$ cat config.mk
export PLATFORM = sky130hd
export DESIGN_NAME = frame_scan_controller
export DESIGN_NICKNAME = d
export VERILOG_FILES = /design/src/rtl/frame_scan_pkg.sv /design/src/rtl/frame_scan_controller_raster_counter.sv /design/src/rtl/frame_scan_controller.sv
export SDC_FILE = /design/constraint.sdc
export NUM_CORES = 1
export LEC_CHECK = 0
export ABC_AREA = 1
export CORE_MARGIN = 2
export CORE_UTILIZATION = 59
export CTS_BUF_LIST = sky130_fd_sc_hd__clkbuf_8
export DETAILED_ROUTE_END_ITERATION = 12
export PLACE_DENSITY = 0.88
export SYNTH_ARGS = -nofsm -noshare
export SYNTH_HDL_FRONTEND = slang
export SYNTH_SLANG_ARGS = --single-unit
$ cat constraint.sdc
create_clock -name aclk -period 2.99 [get_ports aclk]
set_input_delay 0.598 -clock aclk [delete_from_list [all_inputs] [get_ports aclk]]
set_output_delay 0.598 -clock aclk [all_outputs]
set_load 0.1 [all_outputs]
$ cat src/rtl/frame_scan_pkg.sv
// Shared types, default widths and the geometry check for the frame scan controller.
package frame_scan_pkg;

    localparam int X_W    = 11;
    localparam int Y_W    = 10;
    localparam int FCNT_W = 16;

    typedef enum logic {
        IDLE = 1'b0,
        RUN  = 1'b1
    } scan_state_t;

    // Lines must be a non-zero multiple of 4 pixels so the packer emits full words.
    function automatic logic cfg_ok(input logic [31:0] width, input logic [31:0] height);
        return (width != 32'd0) && (width[1:0] == 2'b00) && (height != 32'd0);
    endfunction

endpackage

$ cat src/rtl/frame_scan_controller_raster_counter.sv
// Raster-order x/y wrap counter; advances one pixel per handshake.
module raster_counter #(
    parameter int X_W = 11,
    parameter int Y_W = 10
) (
    input  logic           aclk,
    input  logic           aresetn,
    input  logic           clear,
    input  logic           advance,
    input  logic [X_W-1:0] width,
    input  logic [Y_W-1:0] height,
    output logic [X_W-1:0] x,
    output logic [Y_W-1:0] y,
    output logic           last_col,
    output logic           last_pix
);

    logic [X_W-1:0] x_q, x_d;
    logic [Y_W-1:0] y_q, y_d;

    assign last_col = (x_q == width - 1'b1);
    assign last_pix = last_col && (y_q == height - 1'b1);
    assign x        = x_q;
    assign y        = y_q;

    // NOTE: every variable gets a default at the top of always_comb so no path can infer a latch.
    always_comb begin
        x_d = x_q;
        y_d = y_q;
        if (clear) begin
            x_d = '0;
            y_d = '0;
        end else if (advance) begin
            if (last_col) begin
                x_d = '0;
                y_d = last_pix ? '0 : y_q + 1'b1;
            end else begin
                x_d = x_q + 1'b1;
            end
        end
    end

    // NOTE: reset is sampled on the clock edge (synchronous), and state uses non-blocking assignments.
    always_ff @(posedge aclk) begin
        if (!aresetn) begin
            x_q <= '0;
            y_q <= '0;
        end else begin
            x_q <= x_d;
            y_q <= y_d;
        end
    end

endmodule

$ cat src/rtl/frame_scan_controller.sv
// Frame sequencer: start/stop/continuous control, geometry latching and frame counting.
module frame_scan_controller #(
    parameter int X_W    = frame_scan_pkg::X_W,
    parameter int Y_W    = frame_scan_pkg::Y_W,
    parameter int FCNT_W = frame_scan_pkg::FCNT_W
) (
    input  logic              aclk,
    input  logic              aresetn,
    input  logic [X_W-1:0]    cfg_width,
    input  logic [Y_W-1:0]    cfg_height,
    input  logic              start,
    input  logic              continuous,
    input  logic              stop,
    output logic [X_W-1:0]    pix_x,
    output logic [Y_W-1:0]    pix_y,
    output logic              pix_valid,
    output logic              pix_sof,
    output logic              pix_eol,
    input  logic              pix_ready,
    output logic              busy,
    output logic              frame_done,
    output logic              cfg_err,
    output logic [FCNT_W-1:0] frame_count
);

    import frame_scan_pkg::*;

    scan_state_t       state_q, state_d;
    logic [X_W-1:0]    width_q, width_d;
    logic [Y_W-1:0]    height_q, height_d;
    logic              stop_pend_q, stop_pend_d;
    logic              cfg_err_q, cfg_err_d;
    logic              frame_done_q, frame_done_d;
    logic [FCNT_W-1:0] frame_count_q, frame_count_d;

    logic clear_cnt;
    logic handshake;
    logic last_col;
    logic last_pix;
    logic live_cfg_ok;

    raster_counter #(
        .X_W(X_W),
        .Y_W(Y_W)
    ) u_raster (
        .aclk    (aclk),
        .aresetn (aresetn),
        .clear   (clear_cnt),
        .advance (handshake),
        .width   (width_q),
        .height  (height_q),
        .x       (pix_x),
        .y       (pix_y),
        .last_col(last_col),
        .last_pix(last_pix)
    );

    assign pix_valid   = (state_q == RUN);
    assign busy        = (state_q == RUN);
    assign handshake   = pix_valid && pix_ready;
    assign pix_sof     = pix_valid && (pix_x == '0) && (pix_y == '0);
    assign pix_eol     = pix_valid && last_col;
    assign frame_done  = frame_done_q;
    assign cfg_err     = cfg_err_q;
    assign frame_count = frame_count_q;
    assign live_cfg_ok = cfg_ok(32'(cfg_width), 32'(cfg_height));

    always_comb begin
        state_d       = state_q;
        width_d       = width_q;
        height_d      = height_q;
        stop_pend_d   = stop_pend_q;
        cfg_err_d     = cfg_err_q;
        frame_done_d  = 1'b0;
        frame_count_d = frame_count_q;
        clear_cnt     = 1'b0;

        unique case (state_q)
            IDLE: begin
                if (start && !stop) begin
                    if (live_cfg_ok) begin
                        state_d     = RUN;
                        width_d     = cfg_width;
                        height_d    = cfg_height;
                        stop_pend_d = 1'b0;
                        cfg_err_d   = 1'b0;
                        clear_cnt   = 1'b1;
                    end else begin
                        cfg_err_d = 1'b1;
                    end
                end
            end
            RUN: begin
                if (stop) begin
                    stop_pend_d = 1'b1;
                end
                if (handshake && last_pix) begin
                    frame_done_d  = 1'b1;
                    frame_count_d = frame_count_q + 1'b1;
                    // The counter wraps to (0,0) on its own, so a restart needs no clear.
                    if (continuous && !stop_pend_q && !stop) begin
                        if (live_cfg_ok) begin
                            width_d  = cfg_width;
                            height_d = cfg_height;
                        end else begin
                            cfg_err_d = 1'b1;
                            state_d   = IDLE;
                        end
                    end else begin
                        state_d = IDLE;
                    end
                end
            end
            default: state_d = IDLE;
        endcase
    end

    always_ff @(posedge aclk) begin
        if (!aresetn) begin
            state_q       <= IDLE;
            width_q       <= '0;
            height_q      <= '0;
            stop_pend_q   <= 1'b0;
            cfg_err_q     <= 1'b0;
            frame_done_q  <= 1'b0;
            frame_count_q <= '0;
        end else begin
            state_q       <= state_d;
            width_q       <= width_d;
            height_q      <= height_d;
            stop_pend_q   <= stop_pend_d;
            cfg_err_q     <= cfg_err_d;
            frame_done_q  <= frame_done_d;
            frame_count_q <= frame_count_d;
        end
    end

endmodule

* Yosys cells after proc, flatten, opt, wreduce, memory -nomap -nowiden *
Index checks and enable logic that the tools add are counted.
W data, S select, Z words.

operators by class
  equality and inequality tests = 8
  bitwise gates (word level) = 2
  add/subtract/negate cells = 5
  muxes and demuxes = 29
  reduce and logical (&&, ||, !) cells = 25

operators by type and width
  kind                     number
  $mux W11                 5
  $mux W10                 5
  $pmux W11 S2             1
  $pmux W10 S2             1
  $add A16 B1 Y16 const B  1
  $mux W1                  14
  $add A11 B1 Y11 const B  1
  $eq A11 B11 Y1           1
  $logic_and A1 B1 Y1      11
  $logic_not A11 Y1        1
  $reduce_bool A11 Y1      1
  $sub A11 B1 Y11 const B  1
  $add A10 B1 Y10 const B  1
  $eq A10 B10 Y1           1
  $logic_not A10 Y1        1
  $reduce_bool A10 Y1      1
  $sub A10 B1 Y10 const B  1
  $ne A2 B2 Y1 const B     4
  $pmux W1 S2              3
  $reduce_and A2 Y1        3
  $reduce_and A3 Y1        2
  $ne A2 B1 Y1 const B     2
  $reduce_and A4 Y1        1
  $logic_not A1 Y1         2
  3 further kinds          4

word-level totals
  register bits = 62
  bits of input ports = 27

* Logic depth before layout (Yosys ltp) *
Gate-level depths: netlist of the first run.

  depth after elaboration = 7
  depth in mapped cells = 18
  mapped depth without buffers = 18

* By module *
From an unflattened synthesis of the first run, not the netlist that was laid out.

second synthesis, totals
  cell total of the unflattened synthesis = 611
  area, all modules = 3878.7 µm²

modules (own cells, without submodules)
  module                 cells each  sequential area each (µm²)  area an instance (µm²)  instances
  raster_counter         349         420.4                       2014.4                  1
  frame_scan_controller  262         820.8                       1864.3                  1

* Worst setup path after synthesis of the first run *
Ideal clock, no wire load.

  path type = register to output
  from = register state_q, in the netlist busy
  to = output port pix_sof
  data required time = 2392 ps
  arrival = 4316 ps
  setup slack = -1924 ps
  stages on the path, launching flop included = 5
  path buffers = 0
  cells stage by stage = dfxtp_1 inv_1 nor4_1 nand2_1 nor4_1

on the way
  word-level cells in the longest chain between the ends = 2

RTL lines
  what                              RTL line                      source
  start: declaration                frame_scan_controller.sv:28   scan_state_t state_q, state_d;
  start signal: assignment          frame_scan_controller.sv:128  state_q <= state_d;
  $logic_and A1 B1 Y1 (2 in a row)  frame_scan_controller.sv:61   assign pix_sof = pix_valid && (pix_x == '0) && (pix_y == '0);
  end: declaration                  frame_scan_controller.sv:17   output logic pix_sof,

Every way passes these cells.

* Worst setup path in the final report of the first run *
  from = register width_q[0]
  to = output port pix_eol

on the way
  word-level cells in the longest chain between the ends = 3

RTL lines
  what                      RTL line                                    source
  start: declaration        frame_scan_controller.sv:29                 logic [X_W-1:0] width_q, width_d;
  start signal: assignment  frame_scan_controller.sv:129                width_q <= width_d;
  $sub A11 B1 Y11           frame_scan_controller_raster_counter.sv:21  assign last_col = (x_q == width - 1'b1);
  $eq A11 B11 Y1            frame_scan_controller_raster_counter.sv:21
  $logic_and A1 B1 Y1       frame_scan_controller.sv:62                 assign pix_eol = pix_valid && last_col;
  end: declaration          frame_scan_controller.sv:18                 output logic pix_eol,

Every way passes these cells.

==> impl_metrics.csv, run 1 <==
group,metric,value,unit
run_status,status,"completed",
worst_setup_path,worstSetupEndpoint,"pix_eol",
global_route,overflow,0,
detailed_routing,vias,4137,
global_route,antenna_found_initial,0,
worst_setup_path,rr_endpoint,"u_raster.y[3]$_SDFFE_PP0P_",
power_and_ir_drop,clkPwrFrac,35.9,%
clock_tree,cts_tree,"built",
detailed_routing,viasPerCell,5.352,
detailed_routing,drt_wl_total,9933,um
synthesis,synth_nets,656,
synthesis,synth_seq_cells,62,
floorplanning,fp.dieW,86.42,um
worst_setup_path,cp_data_arrival_time,2.17,ns
final_layout,final_nets,723,
sta,final.min_clock_period,2.770,ns
power_and_ir_drop,leakagePower,2.201,nW
synthesis,synth-compound-area-share,7.555,%
final_layout,layout-drive-gt1-share,13.85,%
power_and_ir_drop,max-vdd-ir-drop,0.0002091,V
power_and_ir_drop,power.total,1.713,mW
worst_setup_path,rr_startpoint,"width_q[0]$_SDFFE_PN0P_",
power_and_ir_drop,seqPwrFrac,49.6,%
synthesis,synthTopCellsByArea,"dfxtp_1 31%, nand2_1 15%, inv_1 7.4%",
detailed_routing,drt_first_pass_iters,4,
final_layout,final_cell_mix,"155 x nand2_1, 80 x inv_1, 75 x nor2_1, 61 x dfxtp_1, 53 x nand3_1",
synthesis,synth_top_family_by_area,"simple AND/OR/NAND/NOR gates",
sta,tightest_slew,0.5168,ns
worst_setup_path,reg2reg_depth,16,
worst_setup_path,cp-startpoint,"width_q[0]$_SDFFE_PN0P_",
placed_design,place_area,4658,um^2
power_and_ir_drop,comb_power_share,14.5,%
floorplanning,ios,70,
power_and_ir_drop,p_int,1.220,mW
clock_tree,h-tree-depth,3,
worst_setup_path,end_kind,"primary output",
clock_tree,cts.clk_slew.worst_paths,0.06,ns
clock_tree,cts_root_buf,"clkbuf_8",
synthesis,ys_seq_area_share,30.97,%
synthesis,yosys.cell_types.count,38,
floorplanning,start_util,59.98,%
detailed_routing,antenna_left,0,
sta,finalSetupViolCount,0,
sta,fmax,361.0,MHz
sta,drv_slew,0,
detailed_routing,wl_per_cell,12.85,um
run,maxCapViolations,0,
floorplanning,die_y,86.42,um
final_layout,final_common_cell,"nand2_1",
worst_setup_path,path_max_fanout,5,
global_route,grt_pass1_wl,16610,um
floorplanning,rows,30,
worst_setup_path,critPathLaunchType,"flip-flop",
floorplanning,dieArea,7468,um^2
floorplanning,core,6681,um^2
synthesis,synth_adder_area_share,2.185,%
synthesis,yosys.area_share.simple,39.78,%
sta,setup_tns,0,ns
placed_design,dp_hpwl,7611,um
worst_setup_path,r2r_slack,0.46,ns
final_layout,antenna_cells,0,
power_and_ir_drop,p_sw,0.4929,mW
synthesis,synth_area_per_cell,6.443,um^2
clock_tree,clock_path_buffers,2,
hold_path,min_path_type,"flip-flop to flip-flop",
synthesis,netlist_area,4008,um^2
synthesis,yosys_warnings,0,
sta,relSlewSlack,65.28,%
synthesis,synth_xor_area_share,7.868,%
clock_tree,numCtsBuffers,9,
detailed_routing,first_iter_violations,216,
worst_setup_path,crit_type,"flip-flop to primary output",
sta,layout_setup_ws,0.2197,ns
sta,hold_viol,0,
final_layout,design_area,4820,um^2
worst_setup_path,critPathRequiredTime,2.39,ns
synthesis,muxShareOfSynthArea,0,%
clock_tree,clock-sinks,62,
power_and_ir_drop,netSwitchingFraction,28.78,%
sta,rsz0062_at_grt,"no",
clock_tree,cts_hold_buf,0,
power_and_ir_drop,power_density,355.4,nW/um^2
sta,fin_skew,0.009428,ns
placed_design,pre_cts_slack,0.4732,ns
synthesis,synth_top_area_share,30.97,%
final_layout,final_cells,773,
global_route,track_usage,27.36,%
placed_design,dpl.cell_count,758,
final_layout,area_growth,20.26,%
synthesis,yosysTopAreaCell,"dfxtp_1",
global_route,grt_max_degree,23,
clock_tree,insertion_delay,0.34,ns
placed_design,globalplace.congestion,0.9099,
global_route,grt_pass1_vias,3888,
sta,timing.final.crit_share,92.65,%
synthesis,syn_inst,622,
detailed_routing,drc_errors,0,
placed_design,io_buffers,69,
stage by stage:
step	util, %	hold WS (ns)
6_report	72.13	0.4660
3_3_place_gp	69.72	0.4427
5_1_grt	72.13	0.5078
3_5_place_dp	69.72	0.4421
2_1_floorplan	-	0.4299
4_1_cts	72.04	0.4531
Yosys cell counts:
library cell  number
nor4_1             8
o21ai_0            6
xnor2_1           12
and2_1             1
nor3b_2            1
buf_2              7
nand3_1           53
a21oi_1           44
nand4_4            1
nand3b_1           7
nand2_2            5
inv_2              7
buf_1              1
ha_1               7
nor2_4             1
o21ai_1            6
buf_6              6
nor3_1            13
clkbuf_1           5
nor3_4             1
dfxtp_1           62
or2_1              1
xor2_1            24
a31oi_1            1
nor2_8             1
nand2_1          155
a211oi_1           1
o32ai_1            1
inv_1             79
nor2_1            76
buf_4              2
or2_2              2
clkinv_1           1
nand4_1           12
nand3_2            1
nor3b_1            2
nor2_2             8
or2_0              1
final cells by class:
cell class	instances	area, um^2
Clock buffer	9	123.9
Clock inverter	6	31.28
Fill cell	558	1862
Inverter	87	326.6
Multi-Input combinational cell	452	2327
Sequential cell	62	1242
Tap cell	80	100.1
Timing Repair Buffer	77	668.1
worst min path at each step:
stage / from / end / cells past startpoint
floorplan: width_q[1]$_SDFFE_PN0P_ / width_q[1]$_SDFFE_PN0P_ / 2
global placement: width_q[1]$_SDFFE_PN0P_ / width_q[1]$_SDFFE_PN0P_ / 2
detailed placement: width_q[1]$_SDFFE_PN0P_ / width_q[1]$_SDFFE_PN0P_ / 2
CTS: width_q[1]$_SDFFE_PN0P_ / width_q[1]$_SDFFE_PN0P_ / 2
global route: width_q[0]$_SDFFE_PN0P_ / width_q[0]$_SDFFE_PN0P_ / 2
finish: width_q[0]$_SDFFE_PN0P_ / width_q[0]$_SDFFE_PN0P_ / 2
sequential cells by signal, summed over array words and instances, names as in the netlist:
name / cells
busy: 1
cfg_err: 1
frame_count: 16
frame_done: 1
height_q: 10
stop_pend_q: 1
u_raster.x: 11
u_raster.y: 10
width_q: 11
what timing repair did:
| action | 4_1_cts | 5_1_grt |
|---|---|---|
| setup endpoints to repair | 0 | 1 |
| buffers inserted | 0 | 0 |
| endpoints found under the hold margin | 0 | 0 |
| gates resized for setup | 0 | 2 |
metal layers:
| metal | vias up | GRT usage, % | part of all wire (%) |
|---|---|---|---|
| li1 | 2104 | - | - |
| met1 | 1915 | 32.00 | 44 |
| met2 | 93 | 48.39 | 50 |
| met3 | 25 | 4.381 | 3.3 |
| met4 | 0 | 13.35 | 2.4 |
| met5 | - | 0 | 0 |
power by group through the flow:
stage	combinational [mW]	sequential (mW)	clock, mW
after detailed placement	0.246	0.869	0
after floorplan	0.163	0.878	0
after global placement	0.238	0.869	0
after CTS	0.247	0.850	0.621
final	0.248	0.850	0.614
after global routing	0.278	0.852	0.661
worst max-delay path, stage by stage, from the launching register on:
cell and delay (ns):
dfxtp_2 0.36, inv_2 0.06, ha_1 0.26, inv_1 0.10, nand2_1 0.08, nand3_1 0.12
nand3_1 0.12, nor2_4 0.15, nand3_1 0.07, nand3b_1 0.20, nor2_4 0.13, buf_12 0.18
logic make-up after synthesis:
group,after synthesis
AND/OR/NAND/NOR,350
AO/OA/AOI/OAI,59
XOR/XNOR,36
adder cells (fa/ha/maj),7
flip-flops,62
buffers and inverters,108
Note: power is estimated with default switching activity, not from simulation.
==> run 2, diff against run 1 <==
--- a/config.mk
+++ b/config.mk
@@ -6,6 +6,8 @@
 export NUM_CORES = 1
 export LEC_CHECK = 0
 export ABC_AREA = 1
+export CAP_MARGIN = 20
+export CORE_ASPECT_RATIO = 0.6
 export CORE_MARGIN = 2
 export CORE_UTILIZATION = 59
 export CTS_BUF_LIST = sky130_fd_sc_hd__clkbuf_8
==> run 2 against run 1 <==
Compared with the run above: largest power group unchanged; largest cell class unchanged; routed wire length increased by 11%; design area up 0.13%; clock skew fell by 0.0050 ns; critical path type unchanged.
==> impl_metrics.csv, run 2 (synthesis gave the netlist of run 1 again) <==
group,metric,value,unit
run_status,status,"completed",
worst_setup_path,cp_data_arrival_time,2.29,ns
power_and_ir_drop,max-vdd-ir-drop,0.0003742,V
worst_setup_path,cpMostUsedCell,"nand2_1",
clock_tree,insertion_delay,0.35,ns
floorplanning,ios,70,
placed_design,dpl.cell_count,763,
final_layout,layout-drive-gt1-share,13.33,%
floorplanning,rows,23,
detailed_routing,drt_wl_total,11000,um
worst_setup_path,cp_top_family,"simple AND/OR/NAND/NOR gates",
global_route,overflow,0,
global_route,track_usage,29.75,%
final_layout,fillerInstances,521,
worst_setup_path,worstSetupEndpoint,"pix_eol",
final_layout,final_nets,721,
sta,fmax,346.0,MHz
global_route,grt_pass1_wl,17550,um
worst_setup_path,cpPeakStageDelay,0.35,ns
worst_setup_path,cp-startpoint,"width_q[0]$_SDFFE_PN0P_",
clock_tree,cts.clk_slew.worst_paths,0.06,ns
power_and_ir_drop,power_density,367.4,nW/um^2
global_route,grt_pass1_vias,3619,
sta,tightest_slew,0.5663,ns
worst_setup_path,critPathRequiredTime,2.39,ns
clock_tree,clock-sinks,62,
worst_setup_path,rr_endpoint,"frame_count[2]$_SDFFE_PN0P_",
worst_setup_path,path_cells,"inv_2 -> ha_1 -> nand2_1 -> nor2_1 -> nand2_1 -> nand2_1 -> nand2_1 -> nor2_2 -> nand3_1 -> nand3b_1 -> nor2_4 -> buf_12",
floorplanning,die_y,67.84,um
hold_path,min_path_type,"flip-flop to flip-flop",
final_layout,multiInputGateArea,2322,um^2
final_layout,antenna_cells,0,
floorplanning,dieArea,7490,um^2
run,maxCapViolations,0,
detailed_routing,wl_per_cell,14.15,um
final_layout,area_growth,20.42,%
placed_design,globalplace.congestion,1.040,
worst_setup_path,path_depth,12,
sta,timing.final.crit_share,96.66,%
detailed_routing,drc_errors,0,
final_layout,fin_util,72.91,%
sta,fin_skew,0.004403,ns
clock_tree,cts_hold_buf,0,
worst_setup_path,crit_path_top_delay_cell,"dfxtp_1",
detailed_routing,first_iter_violations,447,
detailed_routing,vias,4210,
placed_design,dp_hpwl,8410,um
final_layout,seq_area,1241,um^2
final_layout,final_cells,777,
final_layout,final_common_cell,"nand2_1",
clock_tree,clock_path_buffers,2,
sta,rsz0062_at_grt,"no",
detailed_routing,drt_first_pass_iters,5,
floorplanning,start_util,60.55,%
sta,relSlewSlack,62.01,%
clock_tree,cts_root_buf,"clkbuf_8",
worst_setup_path,reg2reg_depth,14,
final_layout,final_cell_mix,"155 x nand2_1, 80 x inv_1, 75 x nor2_1, 62 x dfxtp_1, 53 x nand3_1",
worst_setup_path,r2r_slack,0.33,ns
clock_tree,post_cts_buffers,0,
sta,drv_slew,0,
sta,layout_setup_ws,0.09990,ns
worst_setup_path,worst-path-buf-inv,2,
worst_setup_path,crit_type,"flip-flop to primary output",
detailed_routing,antenna_left,0,
sta,final.min_clock_period,2.890,ns
detailed_routing,viasPerCell,5.418,
sta,finalSetupViolCount,0,
sta,hold_viol,0,
clock_tree,ctsResizeCount,0,
clock_tree,numCtsBuffers,9,
worst_setup_path,end_kind,"primary output",
worst_setup_path,path_max_fanout,5,
floorplanning,fp.dieW,110.4,um
clock_tree,cts_tree,"built",
global_route,antenna_found_initial,0,
worst_setup_path,critPathLaunchType,"flip-flop",
placed_design,io_buffers,69,
placed_design,pre_cts_slack,0.3975,ns
floorplanning,core,6619,um^2
power_and_ir_drop,leakagePower,2.200,nW
final_layout,largest_register_ffs,16,
hold_path,hold_depth,2,
clock_tree,h-tree-depth,3,
global_route,grt_max_degree,38,
worst_setup_path,rr_startpoint,"width_q[0]$_SDFFE_PN0P_",
run 2: changes by cell type in the layout (fill, tap and decap cells not counted):
| cell | change |
|---|---|
| nor2_2 | +1 |
| nor2_4 | -1 |
| dfxtp_2 | -1 |
| clkinvlp_4 | -1 |
| dfxtp_1 | +1 |
| clkbuf_8 | +3 |
| clkinv_2 | -3 |
| buf_4 | -2 |
run 2: how the worst min path moves through the flow:
stage	from	end	slack, ns
2_1_floorplan	width_q[1]$_SDFFE_PN0P_	width_q[1]$_SDFFE_PN0P_	0.43
3_3_place_gp	width_q[1]$_SDFFE_PN0P_	width_q[1]$_SDFFE_PN0P_	0.45
3_5_place_dp	width_q[1]$_SDFFE_PN0P_	width_q[1]$_SDFFE_PN0P_	0.46
4_1_cts	width_q[1]$_SDFFE_PN0P_	width_q[1]$_SDFFE_PN0P_	0.48
5_1_grt	width_q[1]$_SDFFE_PN0P_	width_q[1]$_SDFFE_PN0P_	0.51
6_report	width_q[1]$_SDFFE_PN0P_	width_q[1]$_SDFFE_PN0P_	0.48
run 2: worst register-to-register path: cells and delay by family (launching register included):
| family | cells | cell delay (ns) |
|---|---|---|
| simple gates | 9 | 1.21 |
| buf+inv | 2 | 0.44 |
| flops | 1 | 0.35 |
| fa+ha+maj | 1 | 0.26 |
| compound gates | 2 | 0.30 |
run 2: area by class of cell:
type | instances | area share (%)
Sequential cell | 62 | 25.72
Tap cell | 87 | 2.256
Inverter | 87 | 6.767
Clock inverter | 2 | 0.1815
Multi-Input combinational cell | 452 | 48.12
Clock buffer | 12 | 3.422
Timing Repair Buffer | 75 | 13.53
run 2: per-stage QoR:
stage          power [mW]  cell area [um^2]  hold WS [ns]  setup TNS, ns
5_1_grt             1.839              4826        0.5081              0
4_1_cts             1.769              4826        0.4750              0
3_5_place_dp        1.114              4652        0.4580              0
3_3_place_gp        1.107              4652        0.4528              0
2_1_floorplan       1.041              4030        0.4299        -0.2026
6_report            1.773              4826        0.4807              0
run 2: report_power, final:
group	total [mW]	switching (mW)	internal [mW]
Combinational	0.248	0.153	0.0946
Clock	0.673	0.318	0.355
Sequential	0.852	0.0154	0.837
Total	1.77	0.487	1.29
run 2: per-layer routing:
layer	GRT usage, %	part of all wire (%)
met2	43.10	41
met5	0	0
met3	8.149	11
met4	8.281	1.4
met1	43.52	47
==> run 3, diff against run 2 <==
--- a/config.mk
+++ b/config.mk
@@ -6,13 +6,14 @@
 export NUM_CORES = 1
 export LEC_CHECK = 0
 export ABC_AREA = 1
-export CAP_MARGIN = 20
+export CAP_MARGIN = 5
 export CORE_ASPECT_RATIO = 0.6
 export CORE_MARGIN = 2
 export CORE_UTILIZATION = 59
-export CTS_BUF_LIST = sky130_fd_sc_hd__clkbuf_8
+export CTS_BUF_LIST = sky130_fd_sc_hd__clkbuf_4
 export DETAILED_ROUTE_END_ITERATION = 12
 export PLACE_DENSITY = 0.88
+export REMOVE_ABC_BUFFERS = 1
 export SYNTH_ARGS = -nofsm -noshare
 export SYNTH_HDL_FRONTEND = slang
 export SYNTH_SLANG_ARGS = --single-unit
==> run 3 against run 2 <==
Compared with the run above: worst hold slack gained 0.025 ns; combinational power hardly changed; non-clock buffer count up 1; sequential power about the same; largest power group unchanged.
==> impl_metrics.csv, run 3 (synthesis gave the netlist of run 1 again) <==
group,metric,value,unit
sta,final.min_clock_period,2.851,ns
placed_design,io_buffers,69,
detailed_routing,antenna_left,0,
clock_tree,insertion_delay,0.42,ns
final_layout,final_common_cell,"nand2_1",
sta,hold_viol,0,
detailed_routing,drc_errors,0,
detailed_routing,wl_per_cell,13.98,um
global_route,grt_max_degree,41,
final_layout,area_growth,20.89,%
detailed_routing,drt_first_pass_iters,7,
clock_tree,cts_root_buf,"clkbuf_4",
sta,finalSetupViolCount,0,
power_and_ir_drop,max-vdd-ir-drop,0.0002259,V
floorplanning,rows,23,
placed_design,dp_hpwl,8179,um
global_route,overflow,0,
worst_setup_path,worst-path-buf-inv,3,
clock_tree,cts.clk_slew.worst_paths,0.10,ns
sta,relSlewSlack,53.47,%
global_route,track_usage,29.76,%
sta,layout_setup_ws,0.1390,ns
detailed_routing,drt_wl_total,10910,um
clock_tree,h-tree-depth,3,
worst_setup_path,critPathLaunchType,"flip-flop",
final_layout,final_cells,780,
worst_setup_path,crit_type,"flip-flop to primary output",
global_route,grt_pass1_wl,17860,um
worst_setup_path,cpPeakStageDelay,0.38,ns
sta,timing.final.crit_share,95.35,%
sta,fin_skew,0.01425,ns
sta,fmax,350.8,MHz
worst_setup_path,cp_data_arrival_time,2.25,ns
final_layout,largest_register_ffs,16,
final_layout,final_cell_mix,"155 x nand2_1, 79 x inv_1, 74 x nor2_1, 60 x dfxtp_1, 53 x nand3_1",
run,maxCapViolations,0,
floorplanning,fp.dieW,110.4,um
final_layout,final_nets,722,
sta,tightest_slew,0.6915,ns
placed_design,globalplace.congestion,0.9313,
clock_tree,clock_path_buffers,2,
final_layout,layout-drive-gt1-share,14.14,%
placed_design,pre_cts_slack,0.3892,ns
global_route,antenna_found_initial,0,
floorplanning,core,6619,um^2
worst_setup_path,path_max_fanout,4,
worst_setup_path,cp_top_family,"simple AND/OR/NAND/NOR gates",
detailed_routing,vias,4317,
power_and_ir_drop,power.total,1.851,mW
clock_tree,numCtsBuffers,9,
worst_setup_path,crit_path_top_delay_cell,"dfxtp_4",
worst_setup_path,path_cells,"inv_4 -> ha_4 -> inv_1 -> nand2_1 -> nand2_1 -> nor2_1 -> nand3_1 -> nor2_4 -> nand3_1 -> nand3b_1 -> nor2_2 -> buf_12",
worst_setup_path,critPathRequiredTime,2.39,ns
clock_tree,cts_tree,"built",
detailed_routing,first_iter_violations,317,
final_layout,fin_util,73.19,%
placed_design,dpl.cell_count,762,
floorplanning,start_util,60.55,%
power_and_ir_drop,power_density,382.0,nW/um^2
detailed_routing,viasPerCell,5.535,
floorplanning,die_y,67.84,um
floorplanning,ios,70,
worst_setup_path,end_kind,"primary output",
final_layout,antenna_cells,0,
clock_tree,clock-sinks,62,
sta,drv_slew,0,
power_and_ir_drop,leakagePower,2.203,nW
global_route,grt_pass1_vias,3930,
floorplanning,dieArea,7490,um^2
run_status,status,"completed",
hold_path,min_path_type,"flip-flop to flip-flop",
==> run 3: report_power, final <==
part	internal, mW	switching [mW]
sequential	0.836	0.0133
clock	0.431	0.323
combinational	0.0935	0.154
total	1.36	0.490
==> run 3: final timing paths <==
check	startpoint	endpoint	slack [ns]	depth (start not counted)
max	width_q[0]$_SDFFE_PN0P_	pix_eol	0.14	12
min	frame_count[15]$_SDFFE_PN0P_	frame_count[15]$_SDFFE_PN0P_	0.51	2
max reg2reg	width_q[0]$_SDFFE_PN0P_	u_raster.y[4]$_SDFFE_PP0P_	0.41	18
min reg2reg	frame_count[15]$_SDFFE_PN0P_	frame_count[15]$_SDFFE_PN0P_	0.51	2
==> run 3: layout make-up <==
class / instances / area (um^2)
clock inverters: 6 / 110.1
repair buffers: 76 / 648.1
inverters: 87 / 329.1
clock buffers: 10 / 75.07
fillers: 542 / 1774
flip-flops and latches: 62 / 1246
multi-input cells: 452 / 2327
well taps: 87 / 108.9
==> run 3: per-layer routing <==
metal / track usage [%] / part of all wire (%) / vias up
met4: 8.281 / 1.7 / 0
met1: 38.45 / 44 / 1972
met2: 50.54 / 45 / 208
met3: 7.795 / 9.1 / 26
li1: - / - / 2111
met5: 0 / 0 / -
==> run 3: what timing repair did <==
action                                  4_1_cts  5_1_grt
setup buffers                                 0        2
endpoints found under the setup margin        0        1
hold buffers                                  0        0
resized for setup                             0       10
==> run 3: metrics by stage <==
step	TNS, ns	hold slack [ns]	cell area [um^2]
5_1_grt	-0.008554	0.5408	4845
4_1_cts	0	0.4678	4795
2_1_floorplan	-5.717	0.4321	3867
3_3_place_gp	0	0.4430	4609
6_report	0	0.5059	4845
3_5_place_dp	0	0.4522	4609
==> run 3: worst reg2reg max path: stages, from the launching register on <==
cell and delay, ns:
dfxtp_4 0.38, inv_4 0.05, ha_4 0.26, inv_1 0.04, nand2_1 0.05, nand2_1 0.04, nor2_1 0.11, nand3_1 0.13
nor2_4 0.11, buf_4 0.12, nand4_4 0.11, nor2_8 0.14, nand2_2 0.19, inv_2 0.22, nand2_1 0.18, nand2_1 0.16
inv_1 0.08, nand2_1 0.08, nor2_1 0.04
